--- config.mk ---
export PLATFORM = sky130hd
export DESIGN_NAME = act_sram_reader
export DESIGN_NICKNAME = d
export VERILOG_FILES = /design/src/rtl/act_sram_reader.sv
export SDC_FILE = /design/constraint.sdc
export NUM_CORES = 1
export LEC_CHECK = 0
export BUFFER_PORTS_ARGS = -buffer_cell sky130_fd_sc_hd__buf_4
export CORE_UTILIZATION = 49
export DETAILED_ROUTE_END_ITERATION = 10
export HOLD_SLACK_MARGIN = 0.06
export MAX_ROUTING_LAYER = met4
export PLACE_DENSITY = 0.88
export SYNTH_ARGS = -nofsm -noshare
export SYNTH_HDL_FRONTEND = slang
export SYNTH_SLANG_ARGS = --single-unit
--- constraint.sdc ---
create_clock -name clk -period 3.37 [get_ports clk]
set_clock_uncertainty 0.2 [all_clocks]
set_input_delay 0.5055 -clock clk [delete_from_list [all_inputs] [get_ports clk]]
set_output_delay 0.5055 -clock clk [all_outputs]
set_load 0.1 [all_outputs]
--- src/rtl/act_sram_reader.sv ---
// Burst reader: streams `length` words from a 1-cycle-latency SRAM into a
// 2-entry ready/valid output FIFO. Optional stride port under ACT_RD_STRIDE_EN.
module act_sram_reader (
    input  logic        clk,
    input  logic        rst,
    input  logic        start,
    input  logic [15:0] base_addr,
    input  logic [12:0] length,
`ifdef ACT_RD_STRIDE_EN
    input  logic [11:0] stride,
`endif
    output logic        busy,
    output logic        done,
    output logic        sram_cen,
    output logic [3:0]  sram_wea,
    output logic [15:0] sram_addr,
    output logic [31:0] sram_wdata,
    input  logic [31:0] sram_rdata,
    output logic        m_valid,
    input  logic        m_ready,
    output logic [31:0] m_data,
    output logic        m_last
);

    typedef enum logic [1:0] {
        IDLE,
        RUN,
        DRAIN
    } state_t;

    state_t      state_q, state_d;
    logic [11:0] addr_q, addr_d;
    logic [12:0] len_q, len_d;
    logic [12:0] issued_q, issued_d;
    logic        done_q, done_d;
    logic        inflight_q, inflight_d;
    logic        inflightLast_q, inflightLast_d;

    logic [31:0] fifoData_q [2];
    logic        fifoLast_q [2];
    logic        wrPtr_q, rdPtr_q;
    logic [1:0]  count_q;

    logic [11:0] step;
    logic        pop, push, issue, lastIssue, headLast;
    logic [2:0]  occAfterPop;
    logic        unused_base;

`ifdef ACT_RD_STRIDE_EN
    logic [11:0] step_q, step_d;
    assign step = step_q;
`else
    assign step = 12'd1;
`endif

    assign unused_base = ^base_addr[15:12];

    assign pop         = (count_q != 2'd0) && m_ready;
    assign push        = inflight_q;
    assign headLast    = fifoLast_q[rdPtr_q];
    assign lastIssue   = (issued_q == (len_q - 13'd1));
    // Reads are throttled so buffered plus in-flight words never exceed the FIFO depth.
    assign occAfterPop = {1'b0, count_q} - {2'b00, pop} + {2'b00, inflight_q};
    assign issue       = (state_q == RUN) && (occAfterPop < 3'd2);

    always_comb begin
        state_d        = state_q;
        addr_d         = addr_q;
        len_d          = len_q;
        issued_d       = issued_q;
        done_d         = 1'b0;
        inflight_d     = issue;
        inflightLast_d = issue && lastIssue;
`ifdef ACT_RD_STRIDE_EN
        step_d         = step_q;
`endif
        case (state_q)
            IDLE: begin
                if (start) begin
                    if (length != 13'd0) begin
                        state_d  = RUN;
                        addr_d   = base_addr[11:0];
                        len_d    = length;
                        issued_d = 13'd0;
`ifdef ACT_RD_STRIDE_EN
                        step_d   = stride;
`endif
                    end else begin
                        done_d = 1'b1;
                    end
                end
            end
            RUN: begin
                if (issue) begin
                    addr_d   = addr_q + step;
                    issued_d = issued_q + 13'd1;
                    if (lastIssue) begin
                        state_d = DRAIN;
                    end
                end
            end
            DRAIN: begin
                if (pop && headLast) begin
                    state_d = IDLE;
                    done_d  = 1'b1;
                end
            end
            default: state_d = IDLE;
        endcase
    end

    always_ff @(posedge clk) begin
        if (rst) begin
            state_q        <= IDLE;
            addr_q         <= 12'd0;
            len_q          <= 13'd0;
            issued_q       <= 13'd0;
            done_q         <= 1'b0;
            inflight_q     <= 1'b0;
            inflightLast_q <= 1'b0;
`ifdef ACT_RD_STRIDE_EN
            step_q         <= 12'd0;
`endif
        end else begin
            state_q        <= state_d;
            addr_q         <= addr_d;
            len_q          <= len_d;
            issued_q       <= issued_d;
            done_q         <= done_d;
            inflight_q     <= inflight_d;
            inflightLast_q <= inflightLast_d;
`ifdef ACT_RD_STRIDE_EN
            step_q         <= step_d;
`endif
        end
    end

    // SRAM data is only valid the cycle after an issued read, so capture is keyed on inflight_q.
    always_ff @(posedge clk) begin
        if (rst) begin
            fifoData_q[0] <= 32'h0;
            fifoData_q[1] <= 32'h0;
            fifoLast_q[0] <= 1'b0;
            fifoLast_q[1] <= 1'b0;
            wrPtr_q       <= 1'b0;
            rdPtr_q       <= 1'b0;
            count_q       <= 2'd0;
        end else begin
            if (push) begin
                fifoData_q[wrPtr_q] <= sram_rdata;
                fifoLast_q[wrPtr_q] <= inflightLast_q;
                wrPtr_q             <= ~wrPtr_q;
            end
            if (pop) begin
                rdPtr_q <= ~rdPtr_q;
            end
            count_q <= count_q + {1'b0, push} - {1'b0, pop};
        end
    end

    assign busy       = (state_q != IDLE);
    assign done       = done_q;
    assign sram_cen   = ~issue;
    assign sram_addr  = issue ? {4'b0000, addr_q} : 16'h0000;
    assign sram_wea   = 4'b0000;
    assign sram_wdata = 32'h0;
    assign m_valid    = (count_q != 2'd0);
    assign m_data     = m_valid ? fifoData_q[rdPtr_q] : 32'h0;
    assign m_last     = m_valid && fifoLast_q[rdPtr_q];

endmodule

-- Word level (Yosys, flattened, before mapping)
Memories as Yosys holds them, arrays and structs flattened. A register that Yosys moved wholly into a read port is not among the register bits.
Index checks and enable logic that the tools add are counted.
- $mul: 0
- bitwise logic cells: 3
- order comparisons: 1
- $add $sub $neg: 7
- reduce and logical (&&, ||, !) cells: 15
- divide/modulo/power cells: 0
- equal/unequal tests: 8
- shift-type cells: 0
- mux-type cells: 35
- operators with widths (kind ; count):
    32-bit two-way mux ; 2
    12-bit two-way mux ; 4
    13-bit two-way mux ; 3
    32-bit OR reduction ; 1
    13-bit case mux with 2 select lines ; 1
    12-bit case mux with 2 select lines ; 1
    1-bit two-way mux ; 17
    13-bit by 1-bit adder with 13-bit output (second input constant) ; 1
    13-bit equality test ; 1
    13-bit nonzero test ; 1
    13-bit by 1-bit subtractor with 13-bit output (second input constant) ; 1
    12-bit by 1-bit adder with 12-bit output (second input constant) ; 1
    2-bit two-way mux ; 5
    2-bit != test (second input constant) ; 5
    2-bit case mux with 3 select lines ; 1
    2-bit nonzero test ; 3
    1-bit logical AND ; 5
    5-bit AND reduction ; 1
    4-bit AND reduction ; 1
    3-bit by 1-bit adder with 3-bit output ; 1
    3-bit by 2-bit < comparator with 1-bit output (second input constant) ; 1
    1-bit NOT ; 3
    3-bit AND reduction ; 1
    2-bit by 1-bit subtractor with 3-bit output ; 1
    7 further kinds ; 7
- bits in writable memories: 66
- ROM bits: 0
- output and inout port bits: 89
- register bits: 47
- memories kept: 2
- logic and storage cells: 81
- bits in latches: 0
- memory list (memory ; depth ; width ; rd ports ; clocked after Yosys merged registers in ; wr ports ; RTL line ; RTL):
    fifoData_q ; 2 ; 32 ; 1 ; 1 ; 2 ; 39 ; logic [31:0] fifoData_q [2];
    fifoLast_q ; 2 ; 1 ; 1 ; 1 ; 2 ; 40 ; logic fifoLast_q [2];

-- Depth between registers and ports, before layout
- depth after elaboration: 8
- depth in mapped cells: 14

-- Worst setup path after synthesis
No wires, ideal clock.
- path type: register to output
- start: register count_q[1]
- end: output sram_addr[9]
- path buffers: 1
- setup slack: -1.941 ns
- cell stages (with the launch flop): 14
- data arrival time: 4.605 ns
- cells stage by stage: dfxtp_1 nor2_1 inv_1 nand2_1 inv_1 ha_1 inv_1 ha_1 fa_1 xor2_1 and3_1 clkbuf_1 inv_1 nor2_1
- longest elaborated chain between the ends: 7
- RTL lines (element ; RTL line ; RTL):
    from (decl) ; 42 ; logic [1:0] count_q;
    from (signal assigned) ; 157 ; count_q <= count_q + {1'b0, push} - {1'b0, pop};
    2-bit nonzero test ; -- ;
    via m_valid ; 19 ; output logic m_valid,
    1-bit logical AND ; 58 ; assign pop = (count_q != 2'd0) && m_ready;
    via pop ; 45 ; logic pop, push, issue, lastIssue, headLast;
    2-bit by 1-bit subtractor with 3-bit output ; 63 ; assign occAfterPop = {1'b0, count_q} - {2'b00, pop} + {2'b00, inflight_q};
    3-bit by 1-bit adder with 3-bit output ; 63 ;
    3-bit by 2-bit < comparator with 1-bit output ; 64 ; assign issue = (state_q == RUN) && (occAfterPop < 3'd2);
    1-bit logical AND ; 64 ;
    12-bit two-way mux ; 164 ; assign sram_addr = issue ? {4'b0000, addr_q} : 16'h0000;
    to (decl) ; 16 ; output logic [15:0] sram_addr,
The timed path passes the listed nets, and every way through them passes these cells.

-- Worst setup path in the final report
- start: register count_q[0]
- end: output sram_addr[7]
- longest elaborated chain between the ends: 7
- RTL lines (element ; RTL line):
    2-bit nonzero test ; 58
    1-bit logical AND ; 58
    via pop ; 45
    2-bit by 1-bit subtractor with 3-bit output ; 63
    3-bit by 1-bit adder with 3-bit output ; 63
    3-bit by 2-bit < comparator with 1-bit output ; 64
    1-bit logical AND ; 64
    12-bit two-way mux ; 164
The timed path passes the listed nets, and every way through them passes these cells.

==> results.py <==
metrics = {
    "power": {
        "power_density_nw_per_um2": 787,
        "power_mw": 6.28,
        "p_seq_share_pct": 28.1,
        "power.switching_mw": 2.73,
        "p_int_mw": 3.54,
        "switching_share_pct": 43.6,
        "clockPowerShare_pct": 28.4,
        "p_leak_nw": 3.19,
        "p_comb_share_pct": 43.5,
        "irDropWorstVdd_mv": 0.439,
    },
    "setup_path": {
        "cp-end-kind": "output port",
        "crit_start": "count_q[0]",
        "worstSetupPathType": "reg -> out",
        "slowest_delay_ps": 340,
        "critPathSlowestCell": "fa_2",
        "path_max_fanout": 5,
        "r2r-start": "count_q[0]",
        "startpoint_type": "flop",
        "worstPathCellList": "nor2_4 > clkinvlp_4 > nand2_2 > inv_2 > ha_4 > inv_2 > ha_4 > fa_2 > xor2_2 > and3_4 > buf_6 > and2_4 > buf_12",
        "crit_buf_inv": 5,
        "critPathArrivalTime_ps": 2790,
        "worstPathRequired_ps": 2660,
        "cp_top_family": "adder cells",
    },
    "hold_path": {
        "min_path_type": "in -> reg",
        "hp-start": "length[2]",
    },
    "timing": {
        "rsz0062_at_grt": "yes",
        "worst_slew_pin_slew_ps": 1050,
        "fin_crit_sh_pct": 104,
        "timing.fmax_ghz": 0.286,
        "min_period_ps": 3500,
        "setup_viol": 13,
        "maxSlewHeadroom_pct": 30.0,
        "setup_slack_ps": -127,
        "hold_slack_ps": 132,
        "hold_violations": 0,
        "drv_slew": 0,
    },
    "routing": {
        "wl_per_cell_um": 16.1,
        "drc_errors": 0,
        "drtIter0Drc": 311,
        "drt-total-wl_um": 14900,
        "vias": 4978,
        "dr.pass1.iters": 5,
        "vias_per_cell": 5.40,
        "antenna_left": 0,
    },
    "synth": {
        "synth.area.top_cells": "edfxtp_1 33%, dfxtp_1 16%, and2_1 8.3%",
        "synth_top_area_cell": "edfxtp_1",
        "ys_ff_latch": 114,
        "synth_async_sr_flop_share_pct": 0,
        "synth.most_common_cell": "and2_1",
        "yosysWarnings": 0,
        "synth_edf_count": 66,
        "synth_common_cells": "81 x and2_1, 67 x nor2_1, 66 x edfxtp_1",
        "syn-cell-area_um2": 6090,
        "synth_seq_area_share_pct": 48.3,
        "netlist_instances": 620,
        "synth_cell_types": 58,
        "post_synth.cell_area_avg_um2": 9.83,
        "synth_top_area_share_pct": 32.5,
        "synth_ff_type": "edfxtp_1",
    },
    "outcome": {
        "violations": "setup timing",
        "status": "complete, but fails checks",
    },
    "clock_tree": {
        "cts_tree": "yes",
        "ctsHtreeMaxLevel": 4,
        "clk_pin_slew_worst_paths_ps": 60,
        "insertion_delay_ps": 420,
        "cts.path.max_buffers": 2,
        "clkSinkCount": 114,
        "holdBufCountCts": 0,
        "cts_buffers": 17,
        "cts_root_buffer": "clkbuf_16",
    },
    "global_route": {
        "grt_max_degree": 39,
        "grtUsageTotal_pct": 23.6,
        "gr-total-overflow": 0,
        "grt_pass1_wl_um": 22700,
        "antenna_found_initial": 0,
        "grt_pass1_vias": 4904,
    },
    "layout": {
        "finalNetCount": 812,
        "ff_latch_area_um2": 2950,
        "multi_input_area_um2": 2930,
        "area_growth_pct": 31.0,
        "fillers": 860,
        "antenna_cells": 0,
        "drive_above_1_share_pct": 28.2,
    },
    "die": {
        "start_util_pct": 50.5,
        "fp.dieW_um": 114,
        "die-area_um2": 12900,
        "rows": 40,
        "die_y_um": 114,
        "core_um2": 12100,
        "pin_count": 154,
    },
    "placement": {
        "port_buffers": 109,
        "pre_cts_slack_ps": 20.4,
        "gp_congestion": 0.894,
        "hpwl_um": 9640,
    },
    "job": {
        "drv_cap": 0,
    },
}
[through the flow]
stage / cells / area, um2 / utilization [%] / TNS [ps]
final: 922 / 7980 / 66.1 / -1420
after global routing: 922 / 7980 / 66.1 / -3200
after CTS: 917 / 7910 / 65.5 / -1540
after global placement: 880 / 7080 / 58.7 / 0
after floorplan: 659 / 6350 / - / -8760
after detailed placement: 880 / 7080 / 58.7 / 0
[final timing paths]
kind                   to  slack, ps  cells after the start
max          sram_addr[7]       -130                     13
min              len_q[2]        130                      3
max reg2reg   issued_q[4]         50                     16
min reg2reg  issued_q[11]        320                      2
[layout make-up]
| type | count | share of cell area [%] |
|---|---|---|
| multi-input combinational | 450 | 36.7 |
| timing repair buffer | 137 | 15.2 |
| clock buffer | 18 | 5.51 |
| sequential | 114 | 37.0 |
| inverter | 21 | 1.08 |
| clock inverter | 14 | 1.93 |
| tap | 168 | 2.63 |
[layer usage]
layer	global-route usage, %	routed length (um)
met3	5.90	824
met1	25.0	5720
met5	-	0
met2	40.7	7850
met4	12.6	486
[repair_timing]
item / 4_1_cts / 5_1_grt
pin swaps: 7 / 8
resized for setup: 48 / 8
setup endpoints to repair: 13 / 22
buffers inserted: 4 / 6
cloned: 1 / 0
hold endpoints to repair: 0 / 0
[tightest hold or removal path, delay by kind of cell]
kind,cells,cell delay (ps)
AND/OR/NAND/NOR,1,70
buffers and inverters,1,80
multiplexers,1,60
[registers in the layout, summed over array words and instances, names as in the netlist, 2 cells and up, named ones only]
name,flops
len_q,13
issued_q,13
state_q,2
addr_q,12
fifoLast_q,2
fifoData_q,64
count_q,2
[kinds of logic after synthesis]
logic type                 share of synthesized area (%)
xor gates and xnor gates                            2.59
muxes                                               7.56
other                                             0.0616
buffers and inverters                               8.46
AOI/OAI and AO/OA                                   8.73
and+or+nand+nor                                     22.9
DFF                                                 48.3
adders and majority gates                           1.36
[cell usage in the layout, fill, tap and decap left out, types with 3 or more instances in the layout]
master | synthesis | layout
a211oi_2 | 1 | 4
a21oi_1 | 23 | 21
a311oi_1 | 3 | 3
a31oi_1 | 4 | 3
and2_1 | 81 | 70
and2_4 | 0 | 11
and3_1 | 6 | 5
and4_1 | 4 | 4
buf_12 | 0 | 14
buf_4 | 41 | 121
clkbuf_16 | 0 | 17
clkinvlp_4 | 0 | 7
conb_1 | 1 | 40
dfxtp_1 | 48 | 45
edfxtp_1 | 66 | 66
ha_1 | 5 | 3
inv_1 | 21 | 16
inv_2 | 0 | 3
inv_6 | 0 | 4
mux2i_1 | 46 | 46
nand2_1 | 30 | 29
nand2b_1 | 3 | 3
nand3_1 | 13 | 12
nand4_1 | 9 | 9
nor2_1 | 67 | 65
nor2b_1 | 4 | 4
nor3_1 | 9 | 9
nor4_1 | 7 | 7
o211ai_1 | 3 | 3
o21ai_0 | 19 | 18
o31ai_1 | 4 | 4
o32ai_1 | 3 | 3
or2_2 | 5 | 4
or3_1 | 11 | 10
xnor2_1 | 11 | 11
xor2_1 | 7 | 6
[power by group through the flow]
stage / Clock (mW) / Combinational, mW / Sequential (mW)
2_1_floorplan: 0 / 2.02 / 1.71
3_3_place_gp: 0 / 2.42 / 1.78
3_5_place_dp: 0 / 2.46 / 1.79
4_1_cts: 1.81 / 2.65 / 1.76
5_1_grt: 1.87 / 2.84 / 1.78
6_report: 1.78 / 2.73 / 1.76
Power figures use the tool's default switching activity.
